--- src/rtl/mem_port_arbiter_pkg.sv ---
`default_nettype none
// ============================================================================
//  Module   : mem_port_arbiter_pkg
//  Purpose  : Shared encodings for the IF/LS memory port arbiter.
//  Revision : 1.0 - initial release
// ============================================================================
package mem_port_arbiter_pkg;

    localparam logic [1:0] ST_IDLE   = 2'd0;
    localparam logic [1:0] ST_ACCESS = 2'd1;
    localparam logic [1:0] ST_RESP   = 2'd2;

    localparam logic OWN_IF = 1'b0;
    localparam logic OWN_LS = 1'b1;

    // Counter must hold MEM_LAT-1; the width never drops below one bit.
    function automatic int cnt_width(input int lat);
        return (lat < 2) ? 1 : $clog2(lat + 1);
    endfunction

endpackage
`default_nettype wire

--- src/rtl/mem_port_arbiter_rr.sv ---
`default_nettype none
// ============================================================================
//  Module   : rr_arbiter2
//  Purpose  : Two-input round-robin pick; on conflict the non-last owner wins.
//  Revision : 1.0 - initial release
// ============================================================================
module rr_arbiter2
    import mem_port_arbiter_pkg::*;
(
    input  logic req0,
    input  logic req1,
    input  logic last,
    output logic gnt_sel,
    output logic any
);

    assign gnt_sel = req1 & (~req0 | (last == OWN_IF));
    assign any     = req0 | req1;

endmodule
`default_nettype wire

--- src/rtl/mem_port_arbiter.sv ---
`default_nettype none
// ============================================================================
//  Module   : mem_port_arbiter
//  Purpose  : Shares the single memory port between fetch and load/store.
//  Revision : 1.0 - initial release
// ============================================================================
module mem_port_arbiter
    import mem_port_arbiter_pkg::*;
#(
    parameter int MEM_LAT = 2,
    parameter int ADDR_W  = 32,
    parameter int DATA_W  = 32
) (
    input  logic              clk,
    input  logic              rst,
    input  logic              if_req,
    input  logic [ADDR_W-1:0] if_addr,
    output logic              if_gnt,
    output logic              if_rvalid,
    output logic [DATA_W-1:0] if_rdata,
    input  logic              ls_req,
    input  logic              ls_we,
    input  logic [ADDR_W-1:0] ls_addr,
    input  logic [DATA_W-1:0] ls_wdata,
    output logic              ls_gnt,
    output logic              ls_rvalid,
    output logic [DATA_W-1:0] ls_rdata,
    output logic              mem_en,
    output logic              mem_we,
    output logic              mem_sel,
    output logic [ADDR_W-1:0] mem_addr,
    output logic [DATA_W-1:0] mem_wdata,
    input  logic [DATA_W-1:0] mem_rdata,
    output logic              busy
);

    localparam int CNT_W = cnt_width(MEM_LAT);
    localparam logic [CNT_W-1:0] c_cnt_load = CNT_W'(MEM_LAT - 1);
    localparam logic [CNT_W-1:0] c_cnt_one  = CNT_W'(1);

    logic [1:0]        r_state;
    logic              r_owner;
    logic              r_last_owner;
    logic [CNT_W-1:0]  r_cnt;
    logic [ADDR_W-1:0] r_addr;
    logic              r_we;
    logic [DATA_W-1:0] r_wdata;
    logic              r_if_gnt;
    logic              r_ls_gnt;
    logic              r_if_rvalid;
    logic              r_ls_rvalid;
    logic [DATA_W-1:0] r_if_rdata;
    logic [DATA_W-1:0] r_ls_rdata;
    logic              w_sel;
    logic              w_any;
    logic              w_access;

    rr_arbiter2 u_rr (
        .req0    (if_req),
        .req1    (ls_req),
        .last    (r_last_owner),
        .gnt_sel (w_sel),
        .any     (w_any)
    );

    always_ff @(posedge clk or posedge rst) begin
        if (rst) begin
            r_state      <= ST_IDLE;
            r_owner      <= OWN_IF;
            r_last_owner <= OWN_IF;
            r_cnt        <= '0;
            r_addr       <= '0;
            r_we         <= 1'b0;
            r_wdata      <= '0;
            r_if_gnt     <= 1'b0;
            r_ls_gnt     <= 1'b0;
            r_if_rvalid  <= 1'b0;
            r_ls_rvalid  <= 1'b0;
            r_if_rdata   <= '0;
            r_ls_rdata   <= '0;
        end else begin
            r_if_gnt    <= 1'b0;
            r_ls_gnt    <= 1'b0;
            r_if_rvalid <= 1'b0;
            r_ls_rvalid <= 1'b0;
            case (r_state)
                ST_IDLE: begin
                    if (w_any) begin
                        r_state  <= ST_ACCESS;
                        r_owner  <= w_sel;
                        r_addr   <= w_sel ? ls_addr : if_addr;
                        r_we     <= w_sel & ls_we;
                        r_wdata  <= w_sel ? ls_wdata : '0;
                        r_cnt    <= c_cnt_load;
                        r_if_gnt <= ~w_sel;
                        r_ls_gnt <= w_sel;
                    end
                end
                ST_ACCESS: begin
                    // Read data is only guaranteed in the final access cycle.
                    if (r_cnt == '0) begin
                        r_state <= ST_RESP;
                        if (r_owner == OWN_LS) begin
                            r_ls_rdata  <= r_we ? '0 : mem_rdata;
                            r_ls_rvalid <= 1'b1;
                        end else begin
                            r_if_rdata  <= mem_rdata;
                            r_if_rvalid <= 1'b1;
                        end
                    end else begin
                        r_cnt <= r_cnt - c_cnt_one;
                    end
                end
                ST_RESP: begin
                    r_last_owner <= r_owner;
                    r_state      <= ST_IDLE;
                end
                default: r_state <= ST_IDLE;
            endcase
        end
    end

    assign w_access  = (r_state == ST_ACCESS);
    assign mem_en    = w_access;
    assign mem_we    = w_access & r_we;
    assign mem_sel   = w_access & r_owner;
    assign mem_addr  = r_addr;
    assign mem_wdata = r_wdata;
    assign busy      = (r_state != ST_IDLE);
    assign if_gnt    = r_if_gnt;
    assign ls_gnt    = r_ls_gnt;
    assign if_rvalid = r_if_rvalid;
    assign ls_rvalid = r_ls_rvalid;
    assign if_rdata  = r_if_rdata;
    assign ls_rdata  = r_ls_rdata;

endmodule
`default_nettype wire
--- config.mk ---
export PLATFORM = sky130hd
export DESIGN_NAME = mem_port_arbiter
export DESIGN_NICKNAME = d
export VERILOG_FILES = /design/src/rtl/mem_port_arbiter_pkg.sv /design/src/rtl/mem_port_arbiter_rr.sv /design/src/rtl/mem_port_arbiter.sv
export SDC_FILE = /design/constraint.sdc
export NUM_CORES = 1
export LEC_CHECK = 0
export CORE_ASPECT_RATIO = 1.25
export CORE_UTILIZATION = 27
export CTS_CLUSTER_SIZE = 30
export DETAILED_ROUTE_END_ITERATION = 8
export PLACE_DENSITY_LB_ADDON = 0.05
export SYNTH_ARGS = -nofsm -noshare
export SYNTH_HDL_FRONTEND = slang
export SYNTH_HIERARCHICAL = 1
export SYNTH_SLANG_ARGS = --single-unit
--- constraint.sdc ---
create_clock -name clk -period 5.6 [get_ports clk]
set_clock_uncertainty 0.05 [all_clocks]
set_input_delay 0.84 -clock clk [delete_from_list [all_inputs] [get_ports clk]]
set_output_delay 0.84 -clock clk [all_outputs]
set_load 0.02 [all_outputs]
==> reports/qor.csv <==
metric,value,unit
hpwl,11900,um
crit_end,mem_we,
cts_root_buf,clkbuf_16,
maxSlewHeadroom,0.304,
vias_per_cell,4.30,
grt_setup_unrepaired,false,
drc,0,
clkSinkCount,139,
synthArstFlopShare,1.00,
r2r-start,r_last_owner,
io_pins,269,
tightest_slew,1.04,ns
htree_levels,4,
insertion_delay,0.41,ns
ff2ff_path_depth,4,
initialDrtViolationCount,80,
cp-start-kind,flip-flop,
slew_viol_final,0,
multi_input_area,2570,um2
grt_pass1_wl,27000,um
clk_pin_slew,0.05,ns
ys_ff_latch,139,
yosysWarnings,6,
antenna_left,0,
synth_edf_count,0,
max_freq,0.320,GHz
netlist.area_leader.share,0.543,
ys_seq_area_frac,0.543,
ir_drop,0.226,mV
gr-usage-all-layers,0.144,
rrSetupSlack,2.99,ns
setup_viol,0,
hold_viol,0,
r2r-end,mem_addr[27],
routedWlPerCell,16.6,um
cts_buffers,17,
cts_setup_buffers,0,
synth_top_flop_cell,dfrtp_1,
wl,17000,um
cts.repair.resized,0,
grt_antenna_before_repair,1,
antenna_cells,0,
fillers,2198,
port_buffers,268,
critPathRequiredTime,4.71,ns
syn_to_final_growth,53.8,%
critPathCaptureType,output pin,
grt_max_degree,107,
drv_cap,0,
grt_pass1_vias,4888,
crit_type,flip-flop to output pin,
min_period_over_period,0.557,
min_period,3.12,ns
tns,0,ns
cp_max_fo,11,
synth_area,6400,um2
rows,62,
die_area,24300,um2
hold_path.class,flip-flop to flip-flop,
drive_above_1_share,0.237,
synthMostInstantiatedCell,dfrtp_1,
status,finished clean,
nets,858,
synth.largest_area_cell,dfrtp_1,
synthTopCellsByArea,"dfrtp_1 54%, mux2_4 14%, mux2_2 12%",
powerDensity,596,nW/um2
syn_inst,457,
dr.pass1.iters,4,
core,23100,um2
ys_top_cells_by_count,"139 x dfrtp_1, 70 x mux2_2, 60 x mux2_4",
syn_avg_cell_area,14.0,um2
leakage,4.21,nW
via_count,4401,
synth.distinct_cells,29,
totalPowerFinal,5.87,mW
die_h,174,um
cts_buffer_depth,2,
cts_hold_buffers,0,
syn_nets,592,
grt-ovfl-total,0,
seq_area,3480,um2
cp.arrival,2.23,ns
initial_utilization,0.277,
die_x,140,um
cts_tree,yes,
place_congestion,0.701,
critPathLaunch,r_state[0],
## state kept, by name, summed over array words and instances, names as in the netlist, 2 cells and up
| signal | cells |
|---|---|
| mem_wdata | 32 |
| r_state | 2 |
| ls_rdata | 32 |
| r_cnt | 2 |
| mem_addr | 32 |
| if_rdata | 32 |
## power breakdown
| group | leakage (nW) | internal [mW] | switching [mW] |
|---|---|---|---|
| sequential | 1.71 | 1.50 | 0.288 |
| clock | 0.258 | 0.625 | 0.444 |
| combinational | 2.24 | 1.62 | 1.39 |
## worst max-delay path, cell delays in order, from the launching register on
cell and delay, ns:
dfrtp_1 0.54, nor2b_1 0.44, and2_1 0.19, clkdlybuf4s50_1 0.66
## routing by layer
layer / global-route usage / part of all wire
met5: 0 / 0
met4: 0.0440 / 0.014
met3: 0.0601 / 0.087
met2: 0.236 / 0.48
met1: 0.169 / 0.42
## placed cells by master (no fill, tap or decap), drive strengths merged
| master | count |
|---|---|
| nand2 | 33 |
| or2 | 2 |
| inv | 40 |
| clkbuf | 19 |
| and3 | 2 |
| and4bb | 2 |
| bufinv | 1 |
| nor4b | 1 |
| a221oi | 1 |
| nor3b | 1 |
| and4b | 1 |
| and3b | 1 |
| clkinv | 3 |
| ha | 2 |
| o21bai | 1 |
| buf | 7 |
| and2 | 4 |
| a211o | 1 |
| clkdlybuf4s50 | 268 |
| mux2i | 33 |
| mux2 | 130 |
| a21o | 1 |
| a21boi | 1 |
| or2b | 1 |
| nor2b | 35 |
| dfrtp | 139 |
| clkinvlp | 5 |
## layout make-up
cell class | instances | area share
Clock inverter | 12 | 0.0118
Multi-Input combinational cell | 253 | 0.261
Sequential cell | 139 | 0.353
Clock buffer | 19 | 0.0450
Inverter | 37 | 0.0146
Timing Repair Buffer | 275 | 0.278
Tap cell | 288 | 0.0366
## how the worst min path moves through the flow
stage                 start           end  slack [ns]  depth (start not counted)
3_5_place_dp   if_rdata[18]  if_rdata[18]        0.44                          1
2_1_floorplan      r_cnt[1]      r_cnt[1]        0.42                          1
4_1_cts         mem_addr[1]   mem_addr[1]        0.46                          1
3_3_place_gp       r_cnt[1]      r_cnt[1]        0.44                          1
6_report        mem_addr[1]   mem_addr[1]        0.45                          1
5_1_grt        if_rdata[19]  if_rdata[19]        0.47                          1
## per-stage QoR
step	util	hold slack [ns]	cells	setup WS (ns)	instance area, um2
3_5_place_dp	0.402	0.442	992	2.03	9290
4_1_cts	0.426	0.458	1023	2.45	9850
2_1_floorplan	-	0.423	457	0.985	6400
6_report	0.426	0.454	1023	2.48	9850
5_1_grt	0.426	0.467	1023	2.28	9850
3_3_place_gp	0.402	0.435	992	2.07	9290
## cell families (layout without fill, tap and decap cells)
| kind of cell | after synthesis | count (layout) | share of synthesized area |
|---|---|---|---|
| AND/OR/NAND/NOR | 83 | 83 | 0.0727 |
| AO/OA/AOI/OAI | 5 | 5 | 0.00625 |
| adder cells (fa/ha/maj) | 2 | 2 | 0.00391 |
| multiplexers | 163 | 163 | 0.315 |
| buffers and inverters | 65 | 343 | 0.0586 |
| flip-flops | 139 | 139 | 0.543 |
(Power assumes the default switching activity.)
